### src/rtl/segment_rx_monitor_if.sv
// Bundle of the seven-segment loopback lines and the decoded status outputs.
// master drives the segment lines; slave is the monitor that decodes them.
interface segment_rx_monitor_if;
  logic [6:0] i_Segment_N;
  logic [3:0] o_Digit;
  logic       o_Valid;
  logic       o_Pattern_Err;
  logic       o_Seq_Err;
  logic       o_Blank;
  logic [7:0] o_Err_Count;

  modport master (
    output i_Segment_N,
    input  o_Digit, o_Valid, o_Pattern_Err, o_Seq_Err, o_Blank, o_Err_Count
  );

  modport slave (
    input  i_Segment_N,
    output o_Digit, o_Valid, o_Pattern_Err, o_Seq_Err, o_Blank, o_Err_Count
  );
endinterface

### src/rtl/segment_rx_monitor.sv
// Seven-segment receive checker: synchronizes, debounces and decodes the active-low glyph.
// Optional sequence checking is compiled in with `define SEG_RX_SEQ_CHECK_EN.
module segment_rx_monitor #(
  parameter int STABLE_CYCLES = 4
) (
  input  logic                 i_Clk,
  input  logic                 i_Rst,
  segment_rx_monitor_if.slave  seg_bus
);

  localparam int              CNT_W     = (STABLE_CYCLES > 2) ? $clog2(STABLE_CYCLES) : 1;
  localparam logic [CNT_W-1:0] CNT_LAST = CNT_W'(STABLE_CYCLES - 1);
  localparam logic [6:0]      BLANK_PAT = 7'h7F;

  typedef enum logic [1:0] {
    ST_UNLOCKED,
    ST_SETTLING,
    ST_LOCKED
  } state_t;

  state_t           state_reg, state_next;
  logic [6:0]       sync1_reg, sync2_reg;
  logic [6:0]       cand_reg, cand_next;
  logic [CNT_W-1:0] cnt_reg, cnt_next;
  logic [3:0]       digit_reg, digit_next;
  logic             valid_reg, valid_next;
  logic             perr_reg, perr_next;
  logic             blank_reg, blank_next;
  logic [7:0]       err_cnt_reg, err_cnt_next;
  logic             err_fire;
  logic [4:0]       decoded;

  // Returns {legal, value}; both accepted forms of 9 map to the same value.
  function automatic logic [4:0] decode_glyph(input logic [6:0] pat);
    case (pat)
      7'h01:   decode_glyph = {1'b1, 4'h0};
      7'h4F:   decode_glyph = {1'b1, 4'h1};
      7'h12:   decode_glyph = {1'b1, 4'h2};
      7'h06:   decode_glyph = {1'b1, 4'h3};
      7'h4C:   decode_glyph = {1'b1, 4'h4};
      7'h24:   decode_glyph = {1'b1, 4'h5};
      7'h20:   decode_glyph = {1'b1, 4'h6};
      7'h0F:   decode_glyph = {1'b1, 4'h7};
      7'h00:   decode_glyph = {1'b1, 4'h8};
      7'h04:   decode_glyph = {1'b1, 4'h9};
      7'h0C:   decode_glyph = {1'b1, 4'h9};
      7'h08:   decode_glyph = {1'b1, 4'hA};
      7'h60:   decode_glyph = {1'b1, 4'hB};
      7'h31:   decode_glyph = {1'b1, 4'hC};
      7'h42:   decode_glyph = {1'b1, 4'hD};
      7'h30:   decode_glyph = {1'b1, 4'hE};
      7'h38:   decode_glyph = {1'b1, 4'hF};
      default: decode_glyph = 5'b0;
    endcase
  endfunction

`ifdef SEG_RX_SEQ_CHECK_EN
  logic       serr_reg, serr_next;
  logic       hist_valid_reg, hist_valid_next;
  logic [3:0] prev_reg, prev_next;
  logic [3:0] expect_digit;

  assign expect_digit = (prev_reg == 4'd9) ? 4'd0 : prev_reg + 4'd1;
`endif

  always_comb begin
    state_next   = state_reg;
    cand_next    = cand_reg;
    cnt_next     = cnt_reg;
    digit_next   = digit_reg;
    valid_next   = 1'b0;
    perr_next    = 1'b0;
    blank_next   = blank_reg;
    err_cnt_next = err_cnt_reg;
    decoded      = decode_glyph(cand_reg);
`ifdef SEG_RX_SEQ_CHECK_EN
    serr_next       = 1'b0;
    hist_valid_next = hist_valid_reg;
    prev_next       = prev_reg;
`endif

    // A change always wins, even on the cycle the count would have terminated.
    if (sync2_reg != cand_reg) begin
      cand_next  = sync2_reg;
      cnt_next   = '0;
      state_next = ST_SETTLING;
      blank_next = 1'b0;
    end else if (state_reg != ST_LOCKED) begin
      if (cnt_reg == CNT_LAST) begin
        state_next = ST_LOCKED;
        if (cand_reg == BLANK_PAT) begin
          blank_next = 1'b1;
`ifdef SEG_RX_SEQ_CHECK_EN
          hist_valid_next = 1'b0;
`endif
        end else if (decoded[4]) begin
          digit_next = decoded[3:0];
          valid_next = 1'b1;
`ifdef SEG_RX_SEQ_CHECK_EN
          if (hist_valid_reg && (decoded[3:0] != expect_digit)) begin
            serr_next = 1'b1;
          end
          prev_next       = decoded[3:0];
          hist_valid_next = 1'b1;
`endif
        end else begin
          perr_next = 1'b1;
        end
      end else begin
        cnt_next = cnt_reg + CNT_W'(1);
      end
    end

`ifdef SEG_RX_SEQ_CHECK_EN
    err_fire = perr_next | serr_next;
`else
    err_fire = perr_next;
`endif
    if (err_fire && (err_cnt_reg != 8'hFF)) begin
      err_cnt_next = err_cnt_reg + 8'd1;
    end
  end

  always_ff @(posedge i_Clk) begin
    if (i_Rst) begin
      state_reg   <= ST_UNLOCKED;
      sync1_reg   <= BLANK_PAT;
      sync2_reg   <= BLANK_PAT;
      cand_reg    <= BLANK_PAT;
      cnt_reg     <= '0;
      digit_reg   <= 4'd0;
      valid_reg   <= 1'b0;
      perr_reg    <= 1'b0;
      blank_reg   <= 1'b0;
      err_cnt_reg <= 8'd0;
    end else begin
      state_reg   <= state_next;
      sync1_reg   <= seg_bus.i_Segment_N;
      sync2_reg   <= sync1_reg;
      cand_reg    <= cand_next;
      cnt_reg     <= cnt_next;
      digit_reg   <= digit_next;
      valid_reg   <= valid_next;
      perr_reg    <= perr_next;
      blank_reg   <= blank_next;
      err_cnt_reg <= err_cnt_next;
    end
  end

`ifdef SEG_RX_SEQ_CHECK_EN
  always_ff @(posedge i_Clk) begin
    if (i_Rst) begin
      serr_reg       <= 1'b0;
      hist_valid_reg <= 1'b0;
      prev_reg       <= 4'd0;
    end else begin
      serr_reg       <= serr_next;
      hist_valid_reg <= hist_valid_next;
      prev_reg       <= prev_next;
    end
  end

  assign seg_bus.o_Seq_Err = serr_reg;
`else
  assign seg_bus.o_Seq_Err = 1'b0;
`endif

  assign seg_bus.o_Digit       = digit_reg;
  assign seg_bus.o_Valid       = valid_reg;
  assign seg_bus.o_Pattern_Err = perr_reg;
  assign seg_bus.o_Blank       = blank_reg;
  assign seg_bus.o_Err_Count   = err_cnt_reg;

endmodule

### src/flat_wrapper.sv
// flat-port wrapper written by rule: the top's interface ports become plain ports
module segment_rx_monitor_flat 
#(
  parameter int STABLE_CYCLES = 4
)
  (i_Clk, i_Rst, seg_bus_i_Segment_N, seg_bus_o_Digit, seg_bus_o_Valid, seg_bus_o_Pattern_Err, seg_bus_o_Seq_Err, seg_bus_o_Blank, seg_bus_o_Err_Count);
  segment_rx_monitor_if seg_bus_i ();
  input  logic i_Clk;
  input  logic i_Rst;
  input wire logic [$bits(seg_bus_i.i_Segment_N)-1:0] seg_bus_i_Segment_N;
  output wire logic [$bits(seg_bus_i.o_Digit)-1:0] seg_bus_o_Digit;
  output wire logic [$bits(seg_bus_i.o_Valid)-1:0] seg_bus_o_Valid;
  output wire logic [$bits(seg_bus_i.o_Pattern_Err)-1:0] seg_bus_o_Pattern_Err;
  output wire logic [$bits(seg_bus_i.o_Seq_Err)-1:0] seg_bus_o_Seq_Err;
  output wire logic [$bits(seg_bus_i.o_Blank)-1:0] seg_bus_o_Blank;
  output wire logic [$bits(seg_bus_i.o_Err_Count)-1:0] seg_bus_o_Err_Count;
  assign seg_bus_i.i_Segment_N = seg_bus_i_Segment_N;
  assign seg_bus_o_Digit = seg_bus_i.o_Digit;
  assign seg_bus_o_Valid = seg_bus_i.o_Valid;
  assign seg_bus_o_Pattern_Err = seg_bus_i.o_Pattern_Err;
  assign seg_bus_o_Seq_Err = seg_bus_i.o_Seq_Err;
  assign seg_bus_o_Blank = seg_bus_i.o_Blank;
  assign seg_bus_o_Err_Count = seg_bus_i.o_Err_Count;
  segment_rx_monitor #(.STABLE_CYCLES(STABLE_CYCLES)) u_core (.i_Clk(i_Clk), .i_Rst(i_Rst), .seg_bus(seg_bus_i));
endmodule
### config.mk
export PLATFORM = sky130hd
export DESIGN_NAME = segment_rx_monitor_flat
export DESIGN_NICKNAME = d
export VERILOG_FILES = /design/src/rtl/segment_rx_monitor_if.sv /design/src/rtl/segment_rx_monitor.sv /design/src/flat_wrapper.sv
export SDC_FILE = /design/constraint.sdc
export NUM_CORES = 1
export LEC_CHECK = 0
export BUFFER_PORTS_ARGS = -buffer_cell sky130_fd_sc_hd__buf_2
export CAP_MARGIN = 20
export CORE_MARGIN = 4
export CORE_UTILIZATION = 59
export CTS_BUF_LIST = sky130_fd_sc_hd__clkbuf_2
export CTS_CLUSTER_DIAMETER = 100
export CTS_CLUSTER_SIZE = 10
export DETAILED_ROUTE_END_ITERATION = 10
export PLACE_DENSITY = 0.93
export SLEW_MARGIN = 20
export SYNTH_ARGS = -nofsm -noshare
export SYNTH_HDL_FRONTEND = slang
export SYNTH_SLANG_ARGS = --single-unit
### constraint.sdc
create_clock -name i_Clk -period 2.3 [get_ports i_Clk]
set_clock_uncertainty 0.05 [all_clocks]
set_input_delay 0.115 -clock i_Clk [delete_from_list [all_inputs] [get_ports i_Clk]]
set_output_delay 0.115 -clock i_Clk [all_outputs]
set_load 0.03 [all_outputs]
==> results of run 1 <==
-- layer usage --
metal	vias to the layer above	track usage, %	wire length [microns]
met4	0	8.18	60
met1	709	21.3	1550
met3	8	5.98	155
met5	-	0	0
li1	784	-	-
met2	39	30.1	1620
-- final timing paths --
kind,startpoint,end,slack (ns),cells past startpoint
setup / recovery,u_core.cand_reg[5],u_core.seg_bus.o_Err_Count[3],0.16,7
hold / removal,i_Rst,u_core.state_reg[0],0.14,2
setup reg to reg,u_core.cand_reg[5],u_core.seg_bus.o_Err_Count[3],0.16,7
hold reg to reg,u_core.sync1_reg[1],u_core.sync2_reg[1],0.38,1
-- synth_stat cells, types with 4 or more instances --
master and instances:
or2_2 22, nand2_1 7, o21ai_0 7, nor2_1 13, o31ai_1 4, xor2_1 7
nand3_1 8, nor3_1 6, nand2b_1 6, dfxtp_1 40, clkbuf_1 5, a21oi_1 13
-- cell type report --
| type | count | area, sq um | area share, % |
|---|---|---|---|
| Inverter | 2 | 7.51 | 0.348 |
| Clock buffer | 5 | 25.0 | 1.16 |
| Timing Repair Buffer | 41 | 268 | 12.4 |
| Tap cell | 44 | 55.1 | 2.55 |
| Sequential cell | 40 | 803 | 37.2 |
| Clock inverter | 3 | 37.5 | 1.74 |
| Multi-Input combinational cell | 147 | 961 | 44.5 |
-- worst max-delay path, stage by stage (launching register included) --
cell and delay, ns:
dfxtp_1 0.51, nor3b_1 0.10, a22o_1 0.27, a31oi_2 0.23, nand3_1 0.24, buf_4 0.22, or3_1 0.34, a21oi_1 0.14
-- power breakdown --
| group | internal [mW] | switching (mW) |
|---|---|---|
| clock | 0.177 | 0.213 |
| sequential | 0.713 | 0.0130 |
| combinational | 0.0482 | 0.0467 |
| total | 0.938 | 0.273 |
-- cell families after synthesis --
kind of cell	after synthesis
xor gates and xnor gates	9
DFF	40
adders and majority gates	2
AOI/OAI and AO/OA	39
other	1
buffers and inverters	16
and+or+nand+nor	94
muxes	2
-- what timing repair did --
| action | CTS | global route |
|---|---|---|
| setup endpoints to repair | 0 | 4 |
| endpoints found under the hold margin | 7 | 0 |
| setup buffers | 0 | 0 |
| hold buffers | 7 | 0 |
| gates resized for setup | 0 | 2 |
==> run metrics, run 1 <==
outcome finished, final reports clean; post-layout util 71.2%; commonest non-fill, non-tap cells in the layout dfxtp_1, buf_2, or2_2, nor2_1, a21oi_1; layout cells sized above 1 29.8%; initial antenna violation count 0; fill count 242; Synth Cell Area 1860 sq um; DR WL/cell 12.0 microns; row count 20; total grt overflow 0; FFs w/ async S/R, synth 0%; diodes inserted 0; CP max FO 8; Die ar. 4110 sq um; Core Footprint 3030 sq um; top cell type by total area after synthesis dfxtp_1; DRT Wirelength ~3400 microns; Seq/Total Area, Yosys between 40 and 50%; placed wire-length estimate 2420 microns; commonest non-fill, non-tap cell in the layout dfxtp_1; Yosys warning total 0; total negative setup slack 0 ns; largest cells by area after synthesis dfxtp_1, or2_2, a21oi_1; Yosys cell types 52; crit path launch type register; drt initial violations between 150 and 200; largest family of logic cells by synthesized area simple AND/OR/NAND/NOR gates; io pins 25; dominant synthesized flop cell dfxtp_1; CTS tree done; Synth Net Count 214; Clk Latency, worst-skew pair 0.38 ns; die width ~64 microns; Vias 1540; worst hold path class input pin to register; maximum VDD drop 0.392 mV; RSZ-0062 raised after global routing false; htree depth 2; Compound-Gate Fraction of Synth Area 13.9%; hold_ws ~0.14 ns; # clock sinks 40; first-pass GRT wire length 5890 microns; post-route cell area ~2200 sq um; Tot GR Track Use 18.2%; NumNets Final 248; final hold violations 0; simple-gate share of the synthesized area 30.8%; GP Congestion between 0.8 and 0.9; Pwr Total 1.21 mW; CTS Buf Count 5; post-route ant nets 0; vias in the first global route roughly 1.4k; root buffer cell clkbuf_2; Largest register FFs 8; largest net degree at the start of global routing 41; arrival time worst endpoint between 2 and 2.5 ns; upper clock frequency limit about 0.47 GHz; Synth Area per Inst 9.16 sq um; post-layout min period 2.14 ns; Yosys reg bits 40; via density per instance approximately 5.5; clock tree buffer depth 2; P_leak 0.838 nW; Initial Util 61.4%; multiplexer share of the synthesized area 1.14%; PwrDens 561 nW/um^2; Post-synth EDFFs 0; dpl cell area between 2000 and 2500 sq um; residual DRC count 0; placed insts 267; Req. time, crit path between 2 and 3 ns; area delta synth->final 16.0%; post-synth top area share a little over two fifths; final cycle utilization of the critical path 92.9%; critical path type register to register; adder-cell share of the synthesized area under 10%; post-synthesis instance total 203; clk slew on worst S/H paths 0.18 ns; post-layout worst setup margin 0.163 ns; Synth Area in XOR/XNOR 4.24%; Critical Path End Type register; Worst Tran Pin Value 0.541 ns; Max Slew Vio Count 0; # setup viols final 0; # port buffers 23; fin cells between 200 and 300; Initial DRT Pass Iterations 4; Max-Cap Viols 0; dpl ws 0.156 ns; DIE HEIGHT between 60 and 70 microns; relative slew slack about 64%
(Power assumes the default switching activity.)
==> inputs of run 2 (changes only) <==
Settings changed: ABC_AREA from default to 1, PLACE_DENSITY 0.93 to 0.94.
==> run 2 against run 1 <==
Die area down 1.6%. Final cell count up 12%. Power down 9.4%. First-iteration DRC count down 57%. Synthesized area down 1.8%. Via count up 5.3%. Worst hold slack worse by 0.093 ns. Synthesized cell count up 24%. Design area down 4.8%.
==> run metrics, run 2 <==
post-synth top area share 43.9% (+0.80 points); drt initial violations 73 (-57%); first-pass GRT wire length 6310 microns (+7.3%); area delta synth->final 12.5%; Vias 1621 (+5.3%); PwrDens 534 nW/um^2 (-4.8%); fill count 225 (-7.0%); Max-Cap Viols 0 (unchanged); Die ar. 4050 sq um (-1.6%); Core Footprint 2850 sq um (-5.8%); CTS tree done; placed insts 300 (+12%); post-synthesis instance total 252 (+24%); register area 801 sq um (-0.31%); fin cells 315 (+12%); post-layout util 72.0% (+0.78 points); dominant synthesized flop cell dfxtp_1; GP Congestion 0.890 (about the same); dpl ws 0.459 ns (+0.303 ns); CTS Buf Count 5 (unchanged); most frequent cell after synthesis nand2_1; crit path launch type register; critical path type register to register; GR Util met2 34.3% (+4.2 points); io pins 25 (unchanged); Seq/Total Area, Yosys 43.9% (+0.80 points); root buffer cell clkbuf_2; diodes inserted 0 (unchanged); # port buffers 23 (unchanged); DRT Wirelength 3730 microns (+10%); placed wire-length estimate 2710 microns (+12%); row count 19 (-5.0%); Largest register FFs 8 (unchanged); layout cells sized above 1 25.0% (-4.8 points); busiest grt layer met2; worst hold path class input pin to register; arrival time worst endpoint 2.13 ns (-0.28 ns); htree depth 2 (unchanged); CP max FO 7 (-1); # clock sinks 40 (unchanged); clk slew on worst S/H paths 0.19 ns (about the same); met3 Usage GRT 4.97% (-1.0 points); maximum VDD drop 0.470 mV (+20%); setup slack, reg-to-reg 0.40 ns (+0.24 ns); hold_ws 0.0468 ns (-0.0935 ns); Critical Path End Type register; # setup viols final 0 (unchanged); Multi-input gate area 878 sq um (-8.6%); die width 63.6 microns (-0.80%); GRT met1 Usage 23.3% (+2.0 points); largest net degree at the start of global routing 24 (-41%); top cell type by total area after synthesis dfxtp_1; commonest non-fill, non-tap cells in the layout nand2_1, dfxtp_1, nor2_1, buf_2, inv_1; Yosys reg bits 40 (unchanged); Initial Util 64.0% (+2.6 points); post-layout min period 1.90 ns (-0.242 ns); final hold violations 0 (unchanged); hold buffer count at CTS 7 (unchanged); largest cells by area after synthesis dfxtp_1, nand2_1, nor2_1; total grt overflow 0 (unchanged); via density per instance 5.15 (-5.8%); post_cts resized 0 (unchanged); total negative setup slack 0 ns (unchanged); Synth Net Count 263 (+23%); Clk Latency, worst-skew pair 0.39 ns (about the same); final cycle utilization of the critical path 82.4% (-11 points); FFs w/ async S/R, synth 0% (unchanged); upper clock frequency limit 0.528 GHz (+13%); residual DRC count 0 (unchanged); Tot GR Track Use 20.0% (+1.8 points); DIE HEIGHT 63.6 microns (-0.80%); Synth Cell Area 1830 sq um (-1.8%); post-layout worst setup margin 0.404 ns (+0.242 ns); Yosys cell types 27 (-48%); setup bufs post-CTS 0 (unchanged); Initial DRT Pass Iterations 5 (+1); DR WL/cell 11.8 microns (-1.4%); P_leak 1.00 nW (+20%); initial antenna violation count 0 (unchanged); commonest non-fill, non-tap cell in the layout nand2_1; Post-synth EDFFs 0 (unchanged); most frequent cells after synthesis nand2_1, dfxtp_1, nor2_1, inv_1, or2_2; Req. time, crit path 2.53 ns (-0.05 ns); post-route ant nets 0 (unchanged); NumNets Final 294 (+19%); Yosys warning total 0 (unchanged); Max Slew Vio Count 0 (unchanged); outcome finished, final reports clean; Synth Area per Inst 7.24 sq um (-21%); vias in the first global route 1501 (+7.4%); RSZ-0062 raised after global routing false; clock tree buffer depth 2 (unchanged)
[run 2: changes by cell type after synthesis, sizes merged, moves of 4 or more]
cell / previous run / this run
o31ai: 4 / 0
buf: 9 / 3
nand2: 7 / 60
or2: 23 / 18
nand3: 8 / 13
nor2: 13 / 44
nand2b: 6 / 0
xor2: 7 / 1
inv: 2 / 30
[run 2: area by class of cell]
cell class / count / area share (%)
Multi-Input combinational cell: 176 / 42.8
Sequential cell: 40 / 39.0
Timing Repair Buffer: 30 / 9.01
Inverter: 30 / 5.48
Tap cell: 31 / 1.89
Clock buffer: 7 / 1.71
Clock inverter: 1 / 0.183
[run 2: worst paths after layout]
path	from	end	cells after the start
worst max-delay path	u_core.cand_reg[5]	u_core.seg_bus.o_Err_Count[5]	13
worst min-delay path	i_Rst	u_core.seg_bus.o_Err_Count[5]	2
worst max register to register	u_core.cand_reg[5]	u_core.seg_bus.o_Err_Count[5]	13
worst min register to register	u_core.sync1_reg[2]	u_core.sync2_reg[2]	1
[run 2: power by group]
part | switching [mW] | internal, mW
combinational | 0.0463 | 0.0363
clock | 0.210 | 0.0814
sequential | 0.0116 | 0.712
total | 0.268 | 0.830
[run 2: logic make-up (layout without fill, tap and decap cells)]
| logic type | Yosys count | in the layout | share of synthesized area [%] |
|---|---|---|---|
| AOI/OAI and AO/OA | 24 | 24 | 7.06 |
| adders and majority gates | 2 | 2 | 1.37 |
| DFF | 40 | 40 | 43.9 |
| buffers and inverters | 36 | 68 | 8.02 |
| and+or+nand+nor | 146 | 146 | 38.0 |
| other | 1 | 1 | 0.205 |
| xor gates and xnor gates | 3 | 3 | 1.44 |
[run 2: critical path: stages (launching register included)]
cell and delay, ns:
dfxtp_1 0.51, inv_2 0.07, nand2_2 0.08, nor2_1 0.06, nand2_1 0.09, nand2_1 0.09
nor2_2 0.15, nand2_2 0.10, nor2_8 0.13, nand3_2 0.13, nor2_2 0.13, nand2_1 0.06
o21ai_1 0.09, nor2_1 0.05
[run 2: per-layer routing]
metal / vias to the layer above / wire length, microns
li1: 846 / -
met1: 706 / 1610
met2: 59 / 1790
met3: 10 / 236
met4: 0 / 93
met5: - / 0
[run 2: metrics by stage]
step,power (mW),cell area (sq um)
5_1_grt,1.16,2050
4_1_cts,1.10,2050
3_5_place_dp,0.809,1950
3_3_place_gp,0.805,1950
6_report,1.10,2050
2_1_floorplan,0.791,1830
==> inputs of run 3 (changes only) <==
Settings changed: ABC_AREA 1 to 0, CORE_UTILIZATION 59 to 53, PLACE_DENSITY 0.94 to 0.89.
Clock period 2.3 ns to 1.6 ns, I/O delays scaled along.
==> run 3 against run 2 <==
The flow now finishes with violations (negative setup slack). First-iteration DRC count grew to 2.5 times the previous value. Die area is 12% higher. Worst hold slack better by 0.059 ns. Flip-flop and latch count stayed put. Clock-buffer cell count is 2 lower. Design area is 32% higher. Power is 66% higher. Final cell count is 5.1% higher. Register-to-register slack worse by 0.89 ns. Global-route usage is 3.8 points higher.
==> run metrics, run 3 (synthesis gave the netlist of run 1 again) <==
commonest non-fill, non-tap cell in the layout buf_4; crit path launch type register; residual DRC count 0 (unchanged); placed wire-length estimate 3140 microns (+16%); drt initial violations 186 (+150%); Die ar. 4520 sq um (+12%); register area 823 sq um (+2.8%); crit-path cells or2b_1 > a211oi_2 > buf_4 > o31ai_4 > nand3_4 > or4_4 > a21oi_2; relative slew slack 59.7%; fill count 228 (+1.3%); clk slew on worst S/H paths 0.20 ns (about the same); Initial Util 55.3% (-8.7 points); htree depth 2 (unchanged); hold_ws 0.106 ns (+0.0591 ns); vias in the first global route 1763 (+17%); CP max FO 6 (-1); maximum VDD drop 0.607 mV (+29%); upper clock frequency limit 0.479 GHz (-9.1%); Tot GR Track Use 23.8% (+3.8 points); post-route ant nets 0 (unchanged); Largest register FFs 8 (unchanged); die width 67.2 microns (+5.7%); Max Slew Vio Count 0 (unchanged); placed insts 303 (+1.0%); CTS Buf Count 5 (unchanged); post-layout worst setup margin -0.486 ns (-0.890 ns); DRT Wirelength 5390 microns (+45%); Slowest cell on crit path or4_4; CP peak stage delay 0.51 ns (about the same); Clk Latency, worst-skew pair 0.42 ns (+0.03 ns); setup slack, reg-to-reg -0.49 ns (-0.89 ns); worst hold path class input pin to register; CTS tree done; largest net degree at the start of global routing 41 (+71%); Max-Cap Viols 0 (unchanged); arrival time worst endpoint 2.39 ns (+0.26 ns); initial antenna violation count 0 (unchanged); critical path type register to register; P_leak 1.16 nW (+16%); row count 21 (+2); violated checks negative setup slack; first-pass GRT wire length 7960 microns (+26%); io pins 25 (unchanged); DR WL/cell 16.3 microns (+38%); # port buffers 23 (unchanged); final hold violations 0 (unchanged); area delta synth->final 45.6%; DIE HEIGHT 67.2 microns (+5.7%); total negative setup slack -6.52 ns (-6.52 ns); clock tree buffer depth 2 (unchanged); post-route cell area 2710 sq um (+32%); GP Congestion 0.899 (+0.97%); Core Footprint 3360 sq um (+18%); Worst Tran Pin Value 0.604 ns; via density per instance 5.60 (+8.9%); total grt overflow 0 (unchanged); Vias 1855 (+14%); RSZ-0062 raised after global routing true; Req. time, crit path 1.91 ns (-0.62 ns); final cycle utilization of the critical path 130% (+48 points); fin cells 331 (+5.1%); root buffer cell clkbuf_2; post-layout min period 2.09 ns (+0.190 ns); PwrDens 673 nW/um^2 (+26%); Multi-input gate area 1110 sq um (+27%); # clock sinks 40 (unchanged); outcome complete, but fails checks; post-layout util 80.5% (+8.5 points); # setup viols final 19 (+19); Critical Path End Type register; Initial DRT Pass Iterations 4 (-1); diodes inserted 0 (unchanged); NumNets Final 295 (+0.34%); commonest non-fill, non-tap cells in the layout buf_4, dfxtp_1, buf_2, or2_2; layout cells sized above 1 51.2% (+26 points); dpl cell area 2370 sq um (+22%)
-- run 3: final timing paths --
path	start	cells past startpoint	to
setup / recovery	u_core.cand_reg[2]	7	u_core.seg_bus.o_Err_Count[7]
hold / removal	i_Rst	2	u_core.state_reg[0]
setup reg to reg	u_core.cand_reg[2]	7	u_core.seg_bus.o_Err_Count[7]
hold reg to reg	u_core.sync1_reg[2]	1	u_core.sync2_reg[2]
-- run 3: per-layer routing --
layer	track usage [%]	wire (microns)	share of wire [%]
met1	24.9	1870	35
met2	42.9	2880	54
met3	5.82	327	6.1
met4	13.4	303	5.6
met5	0	0	0
-- run 3: what timing repair did --
action                     in CTS  in global routing
pin swaps                       6                 10
buffers inserted                5                  7
gates cloned                    1                  0
hold buffers                    7                  0
resized for setup              20                 13
hold endpoints to repair        7                  0
setup endpoints to repair      19                 19
-- run 3: layout make-up --
type | instances | area share (%)
clock buffers | 5 | 0.925
clock inverters | 3 | 1.39
inverters | 2 | 0.277
multi-input cells | 148 | 41.1
flip-flops and latches | 40 | 30.4
well taps | 46 | 2.13
repair buffers | 87 | 23.7
-- run 3: where the power goes --
| group | internal, mW | total, mW | leakage, nW | switching (mW) |
|---|---|---|---|---|
| logic | 0.108 | 0.200 | 0.799 | 0.0916 |
| clock network | 0.254 | 0.582 | 0.0380 | 0.328 |
| registers | 1.02 | 1.04 | 0.326 | 0.0195 |
| total | 1.38 | 1.82 | 1.16 | 0.439 |
-- run 3: worst max-delay path, delay by kind of cell, from the launching register on --
kind            cells  cell delay, ns
simple gates        3            0.84
buf+inv             1            0.16
flops               1            0.41
compound gates      3            0.57
-- run 3: metrics by stage --
step	setup WS, ns	total power, mW
floorplan	-0.291	1.17
global placement	-0.354	1.22
detailed placement	-0.442	1.23
CTS	-0.370	1.81
global route	-0.612	1.91
finish	-0.486	1.82
